### src/rtl/td4_run_ctrl.sv
// Program store and run-control sequencer for the TD4 4-bit CPU core.
// Optional breakpoint logic is enabled by defining TD4_BREAKPOINT_EN.
module td4_run_ctrl #(
  parameter int DIV_W = 8
) (
  input  logic             clk,
  input  logic             rst_n,
  input  logic             cmd_valid,
  output logic             cmd_ready,
  input  logic [1:0]       cmd_op,
  input  logic [7:0]       cmd_data,
  input  logic [3:0]       cpu_addr,
  output logic [7:0]       cpu_data,
  output logic             cpu_en,
  output logic             cpu_rst,
  output logic [1:0]       state,
  output logic [3:0]       wptr
`ifdef TD4_BREAKPOINT_EN
  ,
  input  logic             brk_en,
  input  logic [3:0]       brk_addr,
  output logic             brk_hit
`endif
);

  typedef enum logic [1:0] {
    S_IDLE = 2'b00,
    S_RUN  = 2'b01,
    S_STEP = 2'b10
  } state_e;

  typedef enum logic [1:0] {
    OP_LOAD = 2'b00,
    OP_RUN  = 2'b01,
    OP_STEP = 2'b10,
    OP_HALT = 2'b11
  } op_e;

  state_e           state_q, state_d;
  logic             cpu_en_q, cpu_en_d;
  logic             cpu_rst_q, cpu_rst_d;
  logic             rst_pulse_q, rst_pulse_d;
  logic [3:0]       wptr_q, wptr_d;
  logic [DIV_W-1:0] cnt_q, cnt_d;
  logic [DIV_W-1:0] per_q, per_d;
  logic [7:0]       mem_q [16];
  logic             mem_we;
  logic             accept;
  logic             brk_trig;
`ifdef TD4_BREAKPOINT_EN
  logic             brk_hit_q, brk_hit_d;

  assign brk_trig = brk_en & (cpu_addr == brk_addr);
  assign brk_hit  = brk_hit_q;
`else
  assign brk_trig = 1'b0;
`endif

  assign cmd_ready = (state_q == S_IDLE) |
                     ((state_q == S_RUN) & (op_e'(cmd_op) == OP_HALT));
  assign accept    = cmd_valid & cmd_ready;
  assign cpu_data  = mem_q[cpu_addr];
  assign cpu_en    = cpu_en_q;
  assign cpu_rst   = cpu_rst_q;
  assign state     = state_q;
  assign wptr      = wptr_q;

  always_comb begin
    // NOTE: every signal gets a default before any branch, so no path leaves one unassigned and no latch is inferred.
    state_d     = state_q;
    cpu_en_d    = 1'b0;
    cpu_rst_d   = cpu_rst_q;
    rst_pulse_d = 1'b0;
    wptr_d      = wptr_q;
    cnt_d       = cnt_q;
    per_d       = per_q;
    mem_we      = 1'b0;
`ifdef TD4_BREAKPOINT_EN
    brk_hit_d   = accept ? 1'b0 : brk_hit_q;
`endif
    // A HALT-issued reset lasts one cycle only.
    if (rst_pulse_q) cpu_rst_d = 1'b0;

    case (state_q)
      S_IDLE: begin
        if (accept) begin
          case (op_e'(cmd_op))
            OP_LOAD: begin
              mem_we = 1'b1;
              wptr_d = wptr_q + 4'd1;
            end
            OP_RUN: begin
              cpu_rst_d = 1'b0;
              cnt_d     = cmd_data[DIV_W-1:0];
              per_d     = cmd_data[DIV_W-1:0];
              state_d   = S_RUN;
            end
            OP_STEP: begin
              cpu_rst_d = 1'b0;
              state_d   = S_STEP;
            end
            OP_HALT: begin
              cpu_rst_d   = 1'b1;
              rst_pulse_d = 1'b1;
              wptr_d      = 4'd0;
            end
            default: ;
          endcase
        end
      end
      S_RUN: begin
        // Only HALT can be accepted here, and it beats a due pulse.
        if (accept) begin
          state_d = S_IDLE;
        end else if (cnt_q == '0) begin
          if (brk_trig) begin
            state_d = S_IDLE;
`ifdef TD4_BREAKPOINT_EN
            brk_hit_d = 1'b1;
`endif
          end else begin
            cpu_en_d = 1'b1;
            cnt_d    = per_q;
          end
        end else begin
          cnt_d = cnt_q - 1'b1;
        end
      end
      S_STEP: begin
        cpu_en_d = 1'b1;
        state_d  = S_IDLE;
      end
      default: state_d = S_IDLE;
    endcase
  end

  // NOTE: sequential state uses non-blocking assignments so all registers update together at the edge.
  always_ff @(posedge clk or negedge rst_n) begin
    if (!rst_n) begin
      state_q     <= S_IDLE;
      cpu_en_q    <= 1'b0;
      cpu_rst_q   <= 1'b1;
      rst_pulse_q <= 1'b0;
      wptr_q      <= 4'd0;
      cnt_q       <= '0;
      per_q       <= '0;
`ifdef TD4_BREAKPOINT_EN
      brk_hit_q   <= 1'b0;
`endif
    end else begin
      state_q     <= state_d;
      cpu_en_q    <= cpu_en_d;
      cpu_rst_q   <= cpu_rst_d;
      rst_pulse_q <= rst_pulse_d;
      wptr_q      <= wptr_d;
      cnt_q       <= cnt_d;
      per_q       <= per_d;
`ifdef TD4_BREAKPOINT_EN
      brk_hit_q   <= brk_hit_d;
`endif
    end
  end

  // NOTE: the program store is cleared by reset, so it is built from flops rather than a RAM macro.
  always_ff @(posedge clk or negedge rst_n) begin
    if (!rst_n) begin
      for (int i = 0; i < 16; i++) mem_q[i] <= 8'h00;
    end else if (mem_we) begin
      mem_q[wptr_q] <= cmd_data;
    end
  end

endmodule

### config.mk
export PLATFORM = sky130hd
export DESIGN_NAME = td4_run_ctrl
export DESIGN_NICKNAME = d
export VERILOG_FILES = /design/src/rtl/td4_run_ctrl.sv
export SDC_FILE = /design/constraint.sdc
export NUM_CORES = 1
export LEC_CHECK = 0
export BUFFER_PORTS_ARGS = -buffer_cell sky130_fd_sc_hd__buf_2
export CORE_AREA = 2 2 118 120
export DETAILED_ROUTE_END_ITERATION = 6
export DIE_AREA = 0 0 120 122
export HOLD_SLACK_MARGIN = 0.03
export PLACE_DENSITY = 0.8
export SYNTH_ARGS = -nofsm -noshare
export SYNTH_HDL_FRONTEND = slang
export SYNTH_SLANG_ARGS = --single-unit
### constraint.sdc
create_clock -name clk -period 2.3 [get_ports clk]
set_clock_uncertainty 0.2 [all_clocks]
set_input_delay 0.575 -clock clk [delete_from_list [all_inputs] [get_ports clk]]
set_output_delay 0.575 -clock clk [all_outputs]
set_load 0.005 [all_outputs]
==> results.tsv, run 1 <==
metric	value	unit
Die Ht	122	µm
final antenna diode count	0	
Worst Path Required	1.52	ns
first-pass GRT wire length	27900	µm
Seq/Total Area, Yosys	0.517	
initial core utilization	0.548	
port buffer count	33	
Post-Route WL	17400	µm
Synth Warn #	0	
PD cells	1020	mW/mm²
final-report max-slew violation count	0	
die area	0.0146	mm²
DRC viols	0	
grt total ovfl	0	
cts bufs inserted	17	
Tot GR Track Use	0.252	
commonest non-fill, non-tap cell in the layout	dfrtp_1	
Final period util	1.13	
RePlAce Congestion	0.859	
relative slew slack	0.608	
wire length per cell	22.2	µm
1st-iter DRT viols	420	
Critical Path Start Type	primary input	
register area	0.00383	mm²
post-route cell area	0.00893	mm²
via count	4868	
share of cells above drive strength 1	0.523	
Slew @ Worst Pin	0.587	ns
# clock sinks	153	
Clock Path Buffers	2	
mapped cell area	0.00740	mm²
worst skew pair latency	0.42	ns
core area	0.0135	mm²
Routed Antenna Nets	0	
DR pass1 iterations	5	
Max Cap Viol	0	
Period minus WS final	2.59	ns
FILL cells	875	
top_reg_cell synth	dfrtp_1	
# rows	43	
Synth Register Bits	153	
fraction of registers with async set/reset	1.00	
RSZ-0062 raised after global routing	true	
violations in the final reports	negative setup slack	
hpwl dp	11100	µm
cell count after synthesis	523	
I/O pin count	34	
worst setup margin	-0.293	ns
dpl cell area	0.00817	mm²
HP Class	reg2reg	
crit path capture type	output pin	
delay of the slowest critical-path stage	0.52	ns
status	complete, but fails checks	
hold_ws	0.285	ns
Multi-input gate area	0.00347	mm²
DR vias/cell	6.21	
pre-CTS WS	-0.456	ns
synth unique cells	54	
CTS tree	built	
crit path DAT	1.82	ns
setup TNS	-2.14	ns
# setup viols final	8	
initial antenna violation count	0	
clock root buffer	clkbuf_16	
worst vdd ir	0.586	mV
most frequent CP cell	buf_12	
Lkg Pwr	4.13	nW
synthesis-to-finish area growth	20.6	%
vias in the first global route	5135	
worst-path fanout max	7	
Final Hold Vio Count	0	
Clock Pin Slew Worst Setup and Hold Paths	0.06	ns
critical-path cell list	buf_12, buf_12, mux4_2, a22oi_2, nand2_1, buf_2	
maximum clock frequency	386	MHz
Crit-path slowest cell	mux4_2	
syn avg cell area	14.2	µm²
Synth Net Count	553	
EDFF count, synth	0	
commonest non-fill, non-tap cells in the layout	dfrtp_1, mux2_2, mux4_2, buf_2, buf_4	
Die X	120	µm
Final #Nets	621	
Setup CP Type	in2out	
largest net degree at the start of global routing	59	
H-tree depth	4	
area by class of cell:
cell class / count / share of cell area
inverter: 8 / 0.00336
sequential: 153 / 0.429
clock buffer: 19 / 0.0507
clock inverter: 13 / 0.0172
tap: 180 / 0.0252
timing repair buffer: 77 / 0.0864
multi-input combinational: 334 / 0.388
sequential cells by signal (all words and copies together) (netlist names):
name / flops
state: 2
wptr: 4
mem_q: 128
rst_pulse_q: 1
cpu_en: 1
cnt_q: 8
per_q: 8
cpu_rst: 1
worst paths after layout:
kind                                             from               endpoint  slack (ns)  depth (start not counted)
min in group asynchronous                       rst_n   state[1]$_DFFE_PN0P_        0.44                          2
worst max register to register   state[1]$_DFFE_PN0P_  mem_q[71]$_DFFE_PN0P_        0.10                          7
worst max-delay path                      cpu_addr[0]            cpu_data[4]       -0.29                          6
worst min-delay path            mem_q[10]$_DFFE_PN0P_  mem_q[10]$_DFFE_PN0P_        0.28                          1
max in group asynchronous                       rst_n  mem_q[49]$_DFFE_PN0P_        0.81                          3
worst min register to register  mem_q[10]$_DFFE_PN0P_  mem_q[10]$_DFFE_PN0P_        0.28                          1
Yosys cell counts (4+ instances only):
cell type | n | area share
a21oi_1 | 7 | 0.0047
nand2b_1 | 7 | 0.0059
nor2_4 | 9 | 0.014
mux2_2 | 137 | 0.21
buf_2 | 9 | 0.0061
nor2b_1 | 5 | 0.0042
nor3_1 | 7 | 0.0047
ha_1 | 13 | 0.022
nand3_1 | 10 | 0.0068
nand2_1 | 20 | 0.010
mux4_2 | 32 | 0.097
inv_1 | 8 | 0.0041
nor2_1 | 16 | 0.0081
dfrtp_1 | 152 | 0.51
o21ai_0 | 8 | 0.0054
buf_1 | 4 | 0.0020
clkbuf_1 | 10 | 0.0051
a22oi_1 | 16 | 0.016
through the flow:
stage	util	std cells	total power, mW
final	0.661	784	9.15
after global routing	0.661	784	9.59
after CTS	0.661	784	9.14
after detailed placement	0.605	748	6.19
after global placement	0.605	748	6.02
after floorplan	-	523	5.51
power breakdown:
part	switching [mW]	internal (mW)	leakage, nW
Combinational	1.01	1.27	1.80
Sequential	0.541	3.47	2.04
Clock	1.17	1.68	0.298
kinds of logic after synthesis:
kind of cell             after synthesis  share of synthesized area
AO/OA/AOI/OAI                         54                     0.0514
flip-flops                           153                      0.517
AND/OR/NAND/NOR                       94                     0.0744
buffers and inverters                 36                     0.0230
XOR/XNOR                               1                    0.00118
adder cells (fa/ha/maj)               13                     0.0220
multiplexers                         172                      0.311
critical path: cells and delay by family:
family,cells,cell delay (ns)
compound gates,1,0.21
buf+inv,3,0.39
mux,1,0.52
simple gates,1,0.11
repair_timing:
| action | CTS | global route |
|---|---|---|
| hold endpoints to repair | 40 | 0 |
| setup endpoints to repair | 9 | 9 |
| hold buffers | 1 | 0 |
| buffers inserted | 2 | 0 |
| resized for setup | 22 | 4 |
| cloned | 1 | 0 |
| pin swaps | 3 | 1 |
metal layers:
layer | up-vias | track usage | share of wire
met4 | 0 | 0.122 | 0.037
met1 | 2573 | 0.324 | 0.41
met5 | - | 0 | 0
li1 | 2077 | - | -
met3 | 50 | 0.0576 | 0.057
met2 | 168 | 0.406 | 0.50
Note: power is estimated with default switching activity, not from simulation.
==> run 2, diff against run 1 <==
CORE_AREA = 3 3 119 121   (was 2 2 118 120)
DIE_AREA = 0 0 122 124   (was 0 0 120 122)
==> results.tsv, run 2 (same netlist as run 1, synthesis figures left out) <==
metric	value	unit	change
Worst Path Required	1.52	ns	about the same
Int Power	6.50	mW	+1.1%
clock root buffer	clkbuf_16		
hold depth	1		unchanged
Clock Path Buffers	2		unchanged
Period minus WS final	2.59	ns	-0.00411 ns
PD cells	1030	mW/mm²	+0.15%
1st-iter DRT viols	299		-29%
crit path DAT	1.81	ns	about the same
FILL cells	870		-0.57%
share of cells above drive strength 1	0.512		-0.0107
Clock Power Share	0.314		+0.002
HP Class	reg2reg		
Sw Ratio	0.287		-0.0106
setup TNS	-2.04	ns	+0.104 ns
max reg flops	128		unchanged
initial core utilization	0.561		+0.0131
worst vdd ir	0.572	mV	-2.3%
maximum clock frequency	386	MHz	+0.16%
Reg2Reg Launch Point	state[0]$_DFFE_PN0P_		
die area	0.0151	mm²	+3.3%
Setup CP Type	in2out		
Die Ht	124	µm	+1.6%
Crit-path slowest cell	mux4_2		
Critical Path Start Type	primary input		
pre-CTS WS	-0.443	ns	+0.0134 ns
Tot GR Track Use	0.233		-0.0182
RSZ-0062 raised after global routing	true		
Final period util	1.13		-0.00179
worst-path fanout max	6		-1
largest net degree at the start of global routing	50		-15%
DR pass1 iterations	4		-1
Flop pwr share	0.438		about the same
worst setup margin	-0.289	ns	+0.00411 ns
final antenna diode count	0		unchanged
core area	0.0132	mm²	-2.3%
violations in the final reports	negative setup slack		
worst skew pair latency	0.43	ns	about the same
top flop regs	mem_q: 128 flops, cnt_q: 8 flops, per_q: 8 flops		
hpwl dp	10900	µm	-1.7%
vias in the first global route	4871		-5.1%
final std cells w/o fill	777		-0.89%
# clock sinks	153		unchanged
Combinational Power Share	0.248		-0.002
grt total ovfl	0		unchanged
H-tree depth	4		unchanged
delay of the slowest critical-path stage	0.51	ns	about the same
wire length per cell	21.4	µm	-3.4%
final-report max-slew violation count	0		unchanged
cts bufs inserted	17		unchanged
RePlAce Congestion	0.851		-0.98%
CP Launch Point	cpu_addr[0]		
Post-Route WL	16700	µm	-4.3%
most flop-heavy register	mem_q		
commonest non-fill, non-tap cell in the layout	dfrtp_1		
first-pass GRT wire length	26400	µm	-5.3%
cell count of the worst reg-to-reg path	6		-1
Clock Pin Slew Worst Setup and Hold Paths	0.06	ns	about the same
Die X	122	µm	+1.7%
Routed Antenna Nets	0		unchanged
via count	4656		-4.4%
WHS Endpoint	mem_q[10]$_DFFE_PN0P_		
CTS tree	built		
initial antenna violation count	0		unchanged
I/O pin count	34		unchanged
hold_sp	mem_q[10]$_DFFE_PN0P_		
Placed Instances	741		-0.94%
FF-to-FF End	mem_q[61]$_DFFE_PN0P_		
Slew @ Worst Pin	0.583	ns	-0.00498 ns
most frequent CP cell	buf_12		
# setup viols final	8		unchanged
DR vias/cell	5.99		-3.5%
Net Sw Power	2.62	mW	-3.9%
DRC viols	0		unchanged
status	complete, but fails checks		
critical-path cell list	buf_12, buf_12, mux4_2, a22oi_2, nand2_1, buf_2		
Lkg Pwr	4.11	nW	-0.39%
port buffer count	33		unchanged
Max Cap Viol	0		unchanged
crit path capture type	output pin		
R2R setup slack	0.12	ns	+0.02 ns
commonest non-fill, non-tap cells in the layout	dfrtp_1, mux2_2, mux4_2, buf_2, buf_4		
total power	9.12	mW	-0.37%
synthesis-to-finish area growth	20.0	%	
Final Hold Vio Count	0		unchanged
Final #Nets	619		-0.32%
relative slew slack	0.610		+0.00157
# rows	42		-2.3%
Util after Layout	0.674		+0.0122
## run 2: worst max-delay path: cells and delay by family
family,cells,cell delay [ns]
muxes,1,0.51
buffers and inverters,3,0.37
AOI/OAI and AO/OA,1,0.23
and+or+nand+nor,1,0.10
## run 2: through the flow
stage          cell area, µm²  hold slack (ns)
3_5_place_dp             8120            0.286
4_1_cts                  8850            0.299
2_1_floorplan            7450           0.0794
6_report                 8880            0.299
3_3_place_gp             8120            0.281
5_1_grt                  8880            0.306
## run 2: power groups by stage
stage / logic (mW) / clock network [mW] / registers (mW)
2_1_floorplan: 1.67 / 0 / 3.84
3_3_place_gp: 2.05 / 0 / 3.96
3_5_place_dp: 2.15 / 0 / 4.02
4_1_cts: 2.24 / 2.90 / 3.98
5_1_grt: 2.47 / 3.02 / 4.08
6_report: 2.26 / 2.87 / 3.99
## run 2: repair_timing
action | in CTS | in global routing
hold endpoints to repair | 44 | 0
gates cloned | 1 | 1
gates resized for setup | 18 | 4
pin swaps | 2 | 3
hold buffers | 1 | 0
endpoints found under the setup margin | 9 | 9
setup buffers | 2 | 0
## run 2: cell type report
type	instances	area, µm²	share of cell area
Sequential cell	153	3830	0.431
Inverter	8	30.0	0.00338
Clock inverter	10	141	0.0159
Tap cell	176	220	0.0248
Timing Repair Buffer	75	744	0.0838
Clock buffer	21	460	0.0518
Multi-Input combinational cell	334	3460	0.389
## run 2: per-layer routing
layer,vias up,track usage,part of all wire
met5,-,0,0
met1,2462,0.299,0.43
li1,2075,-,-
met2,95,0.391,0.52
met3,24,0.0522,0.036
met4,0,0.0896,0.017
## run 2: worst max path at each step
stage                              to  slack [ns]  depth (start not counted)
after floorplan           cpu_data[0]       -0.02                          5
after global placement    cpu_data[6]       -0.46                          6
after detailed placement  cpu_data[6]       -0.44                          6
after CTS                 cpu_data[2]       -0.28                          6
after global routing      cpu_data[1]       -0.34                          6
final                     cpu_data[1]       -0.29                          6
==> run 3, diff against run 2 <==
CELL_PAD_IN_SITES_DETAIL_PLACEMENT = 1   (was not set)
CELL_PAD_IN_SITES_GLOBAL_PLACEMENT = 1   (was not set)
CORE_AREA = 3 3 130 132   (was 3 3 119 121)
DIE_AREA = 0 0 133 135   (was 0 0 122 124)
MAX_ROUTING_LAYER = met4   (was not set)
PLACE_DENSITY = 0.79   (was 0.8)
==> results.tsv, run 3 (same netlist as run 1, synthesis figures left out) <==
metric	value	unit	change
FF-to-FF End	mem_q[33]$_DFFE_PN0P_		
# clock sinks	153		unchanged
Lkg Pwr	4.16	nW	+1.0%
Final period util	1.14		+0.0126
share of cells above drive strength 1	0.532		+0.0194
clock root buffer	clkbuf_16		
hold_sp	mem_q[69]$_DFFE_PN0P_		
worst vdd ir	0.572	mV	-0.12%
HP Class	reg2reg		
CP Launch Point	cpu_addr[0]		
Die Ht	135	µm	+8.9%
Critical Path Start Type	primary input		
DRC viols	0		unchanged
core area	0.0158	mm²	+20%
initial antenna violation count	0		unchanged
crit path DAT	1.84	ns	+0.03 ns
grt total ovfl	0		unchanged
final-report max-slew violation count	0		unchanged
crit path capture type	output pin		
Clock Pin Slew Worst Setup and Hold Paths	0.06	ns	about the same
wire length per cell	25.3	µm	+18%
Clock Path Buffers	2		unchanged
die area	0.0180	mm²	+19%
CTS tree	built		
PD cells	1020	mW/mm²	-1.0%
R2R setup slack	0.09	ns	-0.03 ns
top flop regs	mem_q: 128 flops, cnt_q: 8 flops, per_q: 8 flops		
register area	0.00383	mm²	unchanged
Final Hold Vio Count	0		unchanged
violations in the final reports	negative setup slack		
H-tree depth	4		unchanged
pre-CTS WS	-0.442	ns	+0.000201 ns
Reg2Reg Launch Point	state[1]$_DFFE_PN0P_		
Max Cap Viol	0		unchanged
Placed Instances	787		+6.2%
cell count of the worst reg-to-reg path	8		+2
Routed Antenna Nets	0		unchanged
Period minus WS final	2.62	ns	+0.0289 ns
port buffer count	33		unchanged
WHS Endpoint	mem_q[69]$_DFFE_PN0P_		
# rows	46		+9.5%
vias in the first global route	5635		+16%
final antenna diode count	0		unchanged
hold_ws	0.308	ns	+0.00814 ns
Util after Layout	0.571		-0.102
relative slew slack	0.545		-0.0648
worst skew pair latency	0.43	ns	about the same
Multi-input gate area	0.00349	mm²	+0.80%
DR vias/cell	5.90		-1.6%
Tot GR Track Use	0.253		+0.0196
Final #Nets	628		+1.5%
synthesis-to-finish area growth	22.1	%	
via count	4876		+4.7%
commonest non-fill, non-tap cell in the layout	dfrtp_1		
worst-path fanout max	6		unchanged
Post-Route WL	20900	µm	+26%
Setup CP Type	in2out		
Slew @ Worst Pin	0.682	ns	+0.0991 ns
worst setup margin	-0.318	ns	-0.0289 ns
cts bufs inserted	17		unchanged
I/O pin count	34		unchanged
RePlAce Congestion	0.845		-0.63%
DR pass1 iterations	4		unchanged
Die X	133	µm	+9.0%
RSZ-0062 raised after global routing	true		
Worst Path Required	1.52	ns	about the same
first-pass GRT wire length	33200	µm	+26%
# setup viols final	8		unchanged
most flop-heavy register	mem_q		
hpwl dp	13400	µm	+23%
1st-iter DRT viols	290		-3.0%
FILL cells	1482		+70%
maximum clock frequency	382	MHz	-1.1%
status	complete, but fails checks		
hold depth	1		unchanged
initial core utilization	0.468		-0.0935
commonest non-fill, non-tap cells in the layout	dfrtp_1, mux2_2, mux4_2, buf_2, buf_4		
largest net degree at the start of global routing	47		-6.0%
final std cells w/o fill	827		+6.4%
max reg flops	128		unchanged
## run 3: cell count changes in the layout (fill, tap and decap cells not counted), moves of 2 or more
cell       delta
clkinv_4      +3
a22oi_1       -2
inv_8         +2
a22oi_2       +2
buf_4         +5
clkbuf_8      -2
inv_1         -2
inv_2         +2
bufinv_16     -3
buf_12        +6
## run 3: worst max path at each step
| stage | end | slack [ns] | cells after the start |
|---|---|---|---|
| detailed placement | cpu_data[7] | -0.44 | 6 |
| finish | cpu_data[7] | -0.32 | 6 |
| floorplan | cpu_data[0] | -0.02 | 5 |
| global placement | cpu_data[7] | -0.44 | 6 |
| global route | cpu_data[7] | -0.34 | 6 |
| CTS | cpu_data[7] | -0.31 | 6 |
## run 3: worst max-delay path, cell delays in order
cell and delay [ns]:
buf_12 0.13, buf_12 0.14, mux4_2 0.55, a22oi_2 0.19
nand2_1 0.11, buf_2 0.14
## run 3: through the flow
step           area, µm²  total power, mW  TNS (ns)
2_1_floorplan       7450             5.51    -0.130
3_3_place_gp        8280             6.08     -6.87
3_5_place_dp        8280             6.35    -11.73
4_1_cts             9000             9.13     -2.21
5_1_grt             9040             9.63     -2.51
6_report            9040             9.18     -2.24
## run 3: where the power goes
group	leakage, nW	internal, mW	total (mW)	switching [mW]
Clock	0.262	1.41	2.66	1.25
Sequential	2.04	3.47	4.09	0.614
Combinational	1.86	1.32	2.44	1.12
Total	4.16	6.20	9.18	2.98
## run 3: repair_timing
action / CTS / global route
pin swaps: 6 / 1
gates cloned: 2 / 0
gates resized for setup: 23 / 8
hold buffers: 1 / 0
setup endpoints to repair: 11 / 87
setup buffers: 4 / 1
hold endpoints to repair: 41 / 0
## run 3: metal layers
| metal | GRT usage | share of wire | up-vias |
|---|---|---|---|
| met5 | - | 0 | - |
| met3 | 0.0477 | 0.031 | 39 |
| li1 | - | - | 2093 |
| met4 | 0.0855 | 0.023 | 0 |
| met2 | 0.430 | 0.53 | 95 |
| met1 | 0.306 | 0.42 | 2649 |
## run 3: layout make-up
type / instances / share of cell area
clock buffer: 18 / 0.0475
clock inverter: 14 / 0.0129
inverter: 8 / 0.00332
multi-input combinational: 334 / 0.386
sequential: 153 / 0.424
tap: 216 / 0.0299
timing repair buffer: 84 / 0.0972
